**config.mk**
```make
export PLATFORM = sky130hd
export DESIGN_NAME = position_overlay
export DESIGN_NICKNAME = d
export VERILOG_FILES = /design/src/rtl/position_overlay.sv
export SDC_FILE = /design/constraint.sdc
export NUM_CORES = 1
export LEC_CHECK = 0
export CORE_MARGIN = 5
export CORE_UTILIZATION = 30
export DETAILED_ROUTE_END_ITERATION = 8
export GPL_ROUTABILITY_DRIVEN = 0
export PLACE_DENSITY = 0.57
export SETUP_SLACK_MARGIN = 0.05
export SYNTH_ARGS = -nofsm -noshare
export SYNTH_HDL_FRONTEND = slang
export SYNTH_SLANG_ARGS = --single-unit
```
**constraint.sdc**
```tcl
create_clock -name clk -period 3.6 [get_ports clk]
set_input_delay 0.72 -clock clk [delete_from_list [all_inputs] [get_ports clk]]
set_output_delay 0.72 -clock clk [all_outputs]
set_load 0.03 [all_outputs]
```
**src/rtl/position_overlay.sv**
```systemverilog
// rtl/position_overlay.sv - square marker overlay on the VGA stream around a double-buffered tracked position.
// Optional plus-sign inside the outline when OVERLAY_CROSSHAIR_EN is defined.
module position_overlay #(
  parameter int INPUT_WIDTH = 11,
  parameter int COLOR_WIDTH = 10,
  parameter int FRAME_X_MAX = 640,
  parameter int FRAME_Y_MAX = 480,
  parameter int BOX_HALF    = 8,
  parameter int LOST_FRAMES = 4
) (
  input  logic                   clk,
  input  logic                   areset,
  input  logic                   enable,
  input  logic [INPUT_WIDTH-1:0] vga_x,
  input  logic [INPUT_WIDTH-1:0] vga_y,
  input  logic [INPUT_WIDTH-1:0] x_position,
  input  logic [INPUT_WIDTH-1:0] y_position,
  input  logic                   valid_position,
  input  logic [COLOR_WIDTH-1:0] in_red,
  input  logic [COLOR_WIDTH-1:0] in_green,
  input  logic [COLOR_WIDTH-1:0] in_blue,
  output logic [COLOR_WIDTH-1:0] out_red,
  output logic [COLOR_WIDTH-1:0] out_green,
  output logic [COLOR_WIDTH-1:0] out_blue,
  output logic                   tracking
);

  localparam int MW = $clog2(LOST_FRAMES + 1);
  localparam logic [MW-1:0]          LP_LOST = MW'(LOST_FRAMES);
  localparam logic [INPUT_WIDTH:0]   LP_HALF = (INPUT_WIDTH + 1)'(BOX_HALF);
  localparam logic [INPUT_WIDTH-1:0] LP_XMAX = INPUT_WIDTH'(FRAME_X_MAX);
  localparam logic [INPUT_WIDTH-1:0] LP_YMAX = INPUT_WIDTH'(FRAME_Y_MAX);

  typedef enum logic [1:0] {
    ST_IDLE  = 2'd0,
    ST_TRACK = 2'd1,
    ST_LOST  = 2'd2
  } state_t;

  state_t                 r_state;
  state_t                 w_state_nxt;
  logic [INPUT_WIDTH-1:0] r_pend_x, r_pend_y, r_act_x, r_act_y;
  logic [INPUT_WIDTH-1:0] w_pend_x_nxt, w_pend_y_nxt, w_act_x_nxt, w_act_y_nxt;
  logic                   r_pend_flag, w_pend_flag_nxt;
  logic [MW-1:0]          r_miss, w_miss_nxt, w_miss_inc;
  logic                   r_tracking;
  logic [COLOR_WIDTH-1:0] r_out_red, r_out_green, r_out_blue;

  logic                   w_sof;
  logic                   w_cap;
  logic signed [INPUT_WIDTH:0] w_dx, w_dy;
  logic [INPUT_WIDTH:0]   w_adx, w_ady;
  logic                   w_in_box, w_edge, w_shape, w_mark;

  assign w_sof = (vga_x == '0) && (vga_y == '0);
  assign w_cap = valid_position && (x_position < LP_XMAX) && (y_position < LP_YMAX);

  // One extra bit keeps off-screen parts of the box from wrapping onto the far edge.
  assign w_dx  = $signed({1'b0, vga_x}) - $signed({1'b0, r_act_x});
  assign w_dy  = $signed({1'b0, vga_y}) - $signed({1'b0, r_act_y});
  assign w_adx = w_dx[INPUT_WIDTH] ? $unsigned(-w_dx) : $unsigned(w_dx);
  assign w_ady = w_dy[INPUT_WIDTH] ? $unsigned(-w_dy) : $unsigned(w_dy);

  assign w_in_box = (w_adx <= LP_HALF) && (w_ady <= LP_HALF);
  assign w_edge   = (w_adx == LP_HALF) || (w_ady == LP_HALF);
`ifdef OVERLAY_CROSSHAIR_EN
  assign w_shape  = w_edge || (w_adx == '0) || (w_ady == '0);
`else
  assign w_shape  = w_edge;
`endif
  assign w_mark   = enable && (r_state == ST_TRACK) && w_in_box && w_shape;

  assign w_miss_inc = (r_miss == LP_LOST) ? r_miss : r_miss + MW'(1);

  always_comb begin
    w_state_nxt     = r_state;
    w_pend_x_nxt    = r_pend_x;
    w_pend_y_nxt    = r_pend_y;
    w_pend_flag_nxt = r_pend_flag;
    w_act_x_nxt     = r_act_x;
    w_act_y_nxt     = r_act_y;
    w_miss_nxt      = r_miss;
    if (!enable) begin
      w_state_nxt     = ST_IDLE;
      w_pend_x_nxt    = '0;
      w_pend_y_nxt    = '0;
      w_pend_flag_nxt = 1'b0;
      w_act_x_nxt     = '0;
      w_act_y_nxt     = '0;
      w_miss_nxt      = '0;
    end else if (w_sof) begin
      if (w_cap) begin
        // A position arriving exactly on SOF goes straight to the active buffer.
        w_act_x_nxt     = x_position;
        w_act_y_nxt     = y_position;
        w_pend_flag_nxt = 1'b0;
        w_miss_nxt      = '0;
        w_state_nxt     = ST_TRACK;
      end else if (r_pend_flag) begin
        w_act_x_nxt     = r_pend_x;
        w_act_y_nxt     = r_pend_y;
        w_pend_flag_nxt = 1'b0;
        w_miss_nxt      = '0;
        w_state_nxt     = ST_TRACK;
      end else begin
        w_miss_nxt = w_miss_inc;
        if ((w_miss_inc == LP_LOST) && (r_state == ST_TRACK))
          w_state_nxt = ST_LOST;
      end
    end else if (w_cap) begin
      w_pend_x_nxt    = x_position;
      w_pend_y_nxt    = y_position;
      w_pend_flag_nxt = 1'b1;
    end
  end

  always_ff @(posedge clk or posedge areset) begin
    if (areset) begin
      r_state     <= ST_IDLE;
      r_pend_x    <= '0;
      r_pend_y    <= '0;
      r_pend_flag <= 1'b0;
      r_act_x     <= '0;
      r_act_y     <= '0;
      r_miss      <= '0;
      r_tracking  <= 1'b0;
      r_out_red   <= '0;
      r_out_green <= '0;
      r_out_blue  <= '0;
    end else begin
      r_state     <= w_state_nxt;
      r_pend_x    <= w_pend_x_nxt;
      r_pend_y    <= w_pend_y_nxt;
      r_pend_flag <= w_pend_flag_nxt;
      r_act_x     <= w_act_x_nxt;
      r_act_y     <= w_act_y_nxt;
      r_miss      <= w_miss_nxt;
      r_tracking  <= (w_state_nxt == ST_TRACK);
      if (w_mark) begin
        r_out_red   <= '1;
        r_out_green <= '0;
        r_out_blue  <= '0;
      end else begin
        r_out_red   <= in_red;
        r_out_green <= in_green;
        r_out_blue  <= in_blue;
      end
    end
  end

  assign out_red   = r_out_red;
  assign out_green = r_out_green;
  assign out_blue  = r_out_blue;
  assign tracking  = r_tracking;

endmodule

```
==> flow_summary_export.csv <==
group,metric,value,unit
power_and_ir_drop,power.density,313,nW/µm²
setup_path,end_kind,"register",
final_layout,regArea,2030,µm²
final_layout,multi_input_area,3340,µm²
clock_network,clockBufferDepth,2,
final_layout,final_cell_mix,"clkdlybuf4s50_1 (98), buf_4 (87), dfrtp_1 (81)",
sta,worstMarginPinSlew,479,ps
yosys,seq_area_frac_synth,0.390,
sta,final_max_slew_viol_count,0,
sta,max_freq,0.286,GHz
power_and_ir_drop,combPwrFrac,0.240,
drt,drcViolationCount,0,
global_routing,grt_usage,0.149,
clock_network,cts_sinks,81,
sta,skew,9.29,ps
sta,holdWs,506,ps
floorplan,initial_utilization,0.304,
place,placed_cells,907,
final_layout,final_cells,948,
sta,finalSetupTns,0,ps
status,outcome,"finished, final reports clean",
place,post-dp-hpwl,11200,µm
yosys,synth_mux_area_frac,0.0597,
power_and_ir_drop,swShare,0.260,
drt,via_count,4687,
final_layout,design_area,8110,µm²
setup_path,r2r_cells,17,
sta,fin_crit,3490,ps
yosys,synth_top_flop_cell,"dfrtp_1",
min_path,holdPathEnd,"r_pend_y[6]$_DFFE_PP0P_",
sta,rsz0062_at_grt,"true",
yosys,netlist-cell-type-count,72,
drt,ant_nets,0,
yosys,synth_xor_area_frac,0.0316,
drt,drt-total-wl,15500,µm
min_path,min_path_cells,1,
yosys,synth_simple_gate_area_share,0.153,
setup_path,cp_max_fo,8,
setup_path,r2r_start,"r_act_x[0]$_DFFE_PP0P_",
yosys,ys_warn_count,0,
yosys,synth_compound_area_frac,0.247,
setup_path,r2r_slack,140,ps
power_and_ir_drop,leakage,3.81,nW
drt,drtIter0Drc,233,
power_and_ir_drop,clkPwrFrac,0.391,
setup_path,arrival,3770,ps
yosys,postSynthAreaPerCell,9.99,µm²
yosys,ys_top_cells_by_area,"dfrtp_1 (39%), ha_1 (6.3%), mux2i_1 (6.0%)",
yosys,synth_seq_cells,81,
sta,setup_viol,0,
clock_network,tritoncts,"yes",
sta,period_share,0.971,
floorplan,dieHeight,142,µm
drt,wl_per_cell,16.3,µm
yosys,yosysTopAreaCell,"dfrtp_1",
setup_path,worstPathRequired,3880,ps
yosys,syn-num-nets,626,
global_routing,grt_pass1_vias,4754,
floorplan,io_pins,109,
place,placed_area,7050,µm²
clock_network,path_clk_slew,60,ps
power_and_ir_drop,pwr-share-seq,0.369,
global_routing,grt_start_max_net_pins,82,
final_layout,antenna_cells,0,
yosys,synth_area,5190,µm²
power_and_ir_drop,peakVddDrop,0.239,mV
global_routing,antenna_found_initial,0,
clock_network,clock_latency,330,ps
floorplan,rows,48,
yosys,syn_inst,520,
setup_path,path_class,"in2reg",
power_and_ir_drop,switchingPower,662,µW
final_layout,drive_gt1_frac,0.302,
job,drv_cap,0,
floorplan,floorplan.die_area,20000,µm²
drt,via_per_inst,4.94,
power_and_ir_drop,intPower,1.88,mW
yosys,synthAdderAreaFrac,0.0703,
setup_path,cp-start-kind,"primary input",
yosys,synth.top_cell.area_share,0.390,
global_routing,grt_pass1_wl,24200,µm
sta,hold_viol,0,
floorplan,die_w,142,µm
final_layout,final_common_cell,"clkdlybuf4s50_1",
clock_network,root_buffer,"clkbuf_16",
yosys,synth-edff-count,0,
floorplan,core,17100,µm²
yosys,async_flop_share,1.00,
final_layout,finalNetCount,824,
place,io_buffers,108,
min_path,hold_class,"reg2reg",
clock_network,numCtsBuffers,9,
final_layout,fillers,1590,
final_layout,areaGrowthSynthToFinish,56.1,%
setup_path,r2r-end,"out_red[6]$_DFF_PP0_",
yosys,synth_top_family_by_area,"compound AO/OA/AOI/OAI gates",
sta,slew_headroom,0.679,
global_routing,grt_overflow_total,0,
min_path,hp-start,"r_pend_y[6]$_DFFE_PP0P_",
clock_network,cts-htree-levels,3,
drt,drtPass1Iterations,4,
-- power by group through the flow --
stage               clock network (mW)  logic (mW)  registers [mW]
floorplan                            0       0.228           0.989
global placement                     0       0.513           0.954
finish                           0.994       0.609           0.938
CTS                               1.01       0.572           0.938
detailed placement                   0       0.522           0.955
global route                      1.06       0.656           0.939
-- layout make-up --
type	count	area share
flip-flops and latches	81	0.250
repair buffers	208	0.245
inverters	38	0.0184
clock buffers	12	0.0304
multi-input cells	380	0.412
clock inverters	4	0.00941
well taps	225	0.0347
-- state kept, by name, indices dropped and copies added (netlist names) --
signal and count:
r_act_y 11, r_miss 3, r_pend_y 11, r_state 2, out_blue 10, r_pend_x 11, r_pend_flag 1, out_red 10
out_green 10, tracking 1, r_act_x 11
-- metal layers --
layer	GRT usage	part of all wire
met5	0	0
met4	0.0359	0.0088
met3	0.0246	0.031
met2	0.253	0.51
met1	0.200	0.45
-- worst max-delay path by stage --
stage | slack (ps) | to | depth (start not counted) | startpoint
floorplan | 70 | out_blue[0]$_DFF_PP0_ | 14 | vga_x[0]
detailed placement | -710 | out_green[9]$_DFF_PP0_ | 15 | vga_x[0]
global placement | -620 | out_red[9]$_DFF_PP0_ | 15 | vga_x[0]
CTS | 50 | out_green[5]$_DFF_PP0_ | 13 | vga_x[8]
finish | 110 | out_red[6]$_DFF_PP0_ | 18 | vga_y[0]
global route | 10 | out_red[8]$_DFF_PP0_ | 18 | vga_y[0]
-- cells in the mapped netlist (all sizes together), types with 3 or more instances --
library cell and count:
mux2i 31, nand4 5, nand2 35, o21ai 22
nand3b 3, o31ai 3, a21o 14, buf 10
a22o 7, nand2b 4, or2 3, a211oi 5
o2111ai 4, nor4 8, and3 9, nor2 20
a31oi 8, xor2 7, xnor2 10, nor3 11
a21boi 23, nor3b 5, o211a 21, dfrtp 81
clkbuf 11, and2 5, inv 38, nand3 13
nor2b 20, ha 26, o41ai 3, a21oi 18
o21a 7
-- stage by stage --
stage | power, mW | setup slack [ps] | util
global route | 2.65 | 14.8 | 0.474
floorplan | 1.22 | 66.4 | -
CTS | 2.52 | 51.0 | 0.461
global placement | 1.47 | -619 | 0.412
finish | 2.54 | 105 | 0.474
detailed placement | 1.48 | -706 | 0.412
-- critical path: stages --
cell       delay (ps)
buf_8             100
inv_4              40
ha_4              120
inv_2              40
fa_2              400
a21o_1            190
buf_6             130
nand3_4            70
a211oi_4           70
nor4_4            380
nor2_2             70
buf_4             140
a21o_1            150
a2111o_1          410
a2111oi_4         240
buf_4             230
buf_12            140
a21o_1            110
-- kinds of logic after synthesis --
group                      count (synthesis)
DFF                                       81
and+or+nand+nor                          148
AOI/OAI and AO/OA                        156
adders and majority gates                 28
xor gates and xnor gates                  17
buffers and inverters                     59
muxes                                     31
-- repair_timing --
action,4_1_cts,5_1_grt
gates cloned,4,1
setup buffers,18,5
hold buffers,0,0
endpoints found under the setup margin,30,30
pin swaps,42,20
resized for setup,76,38
(Power assumes the default switching activity.)
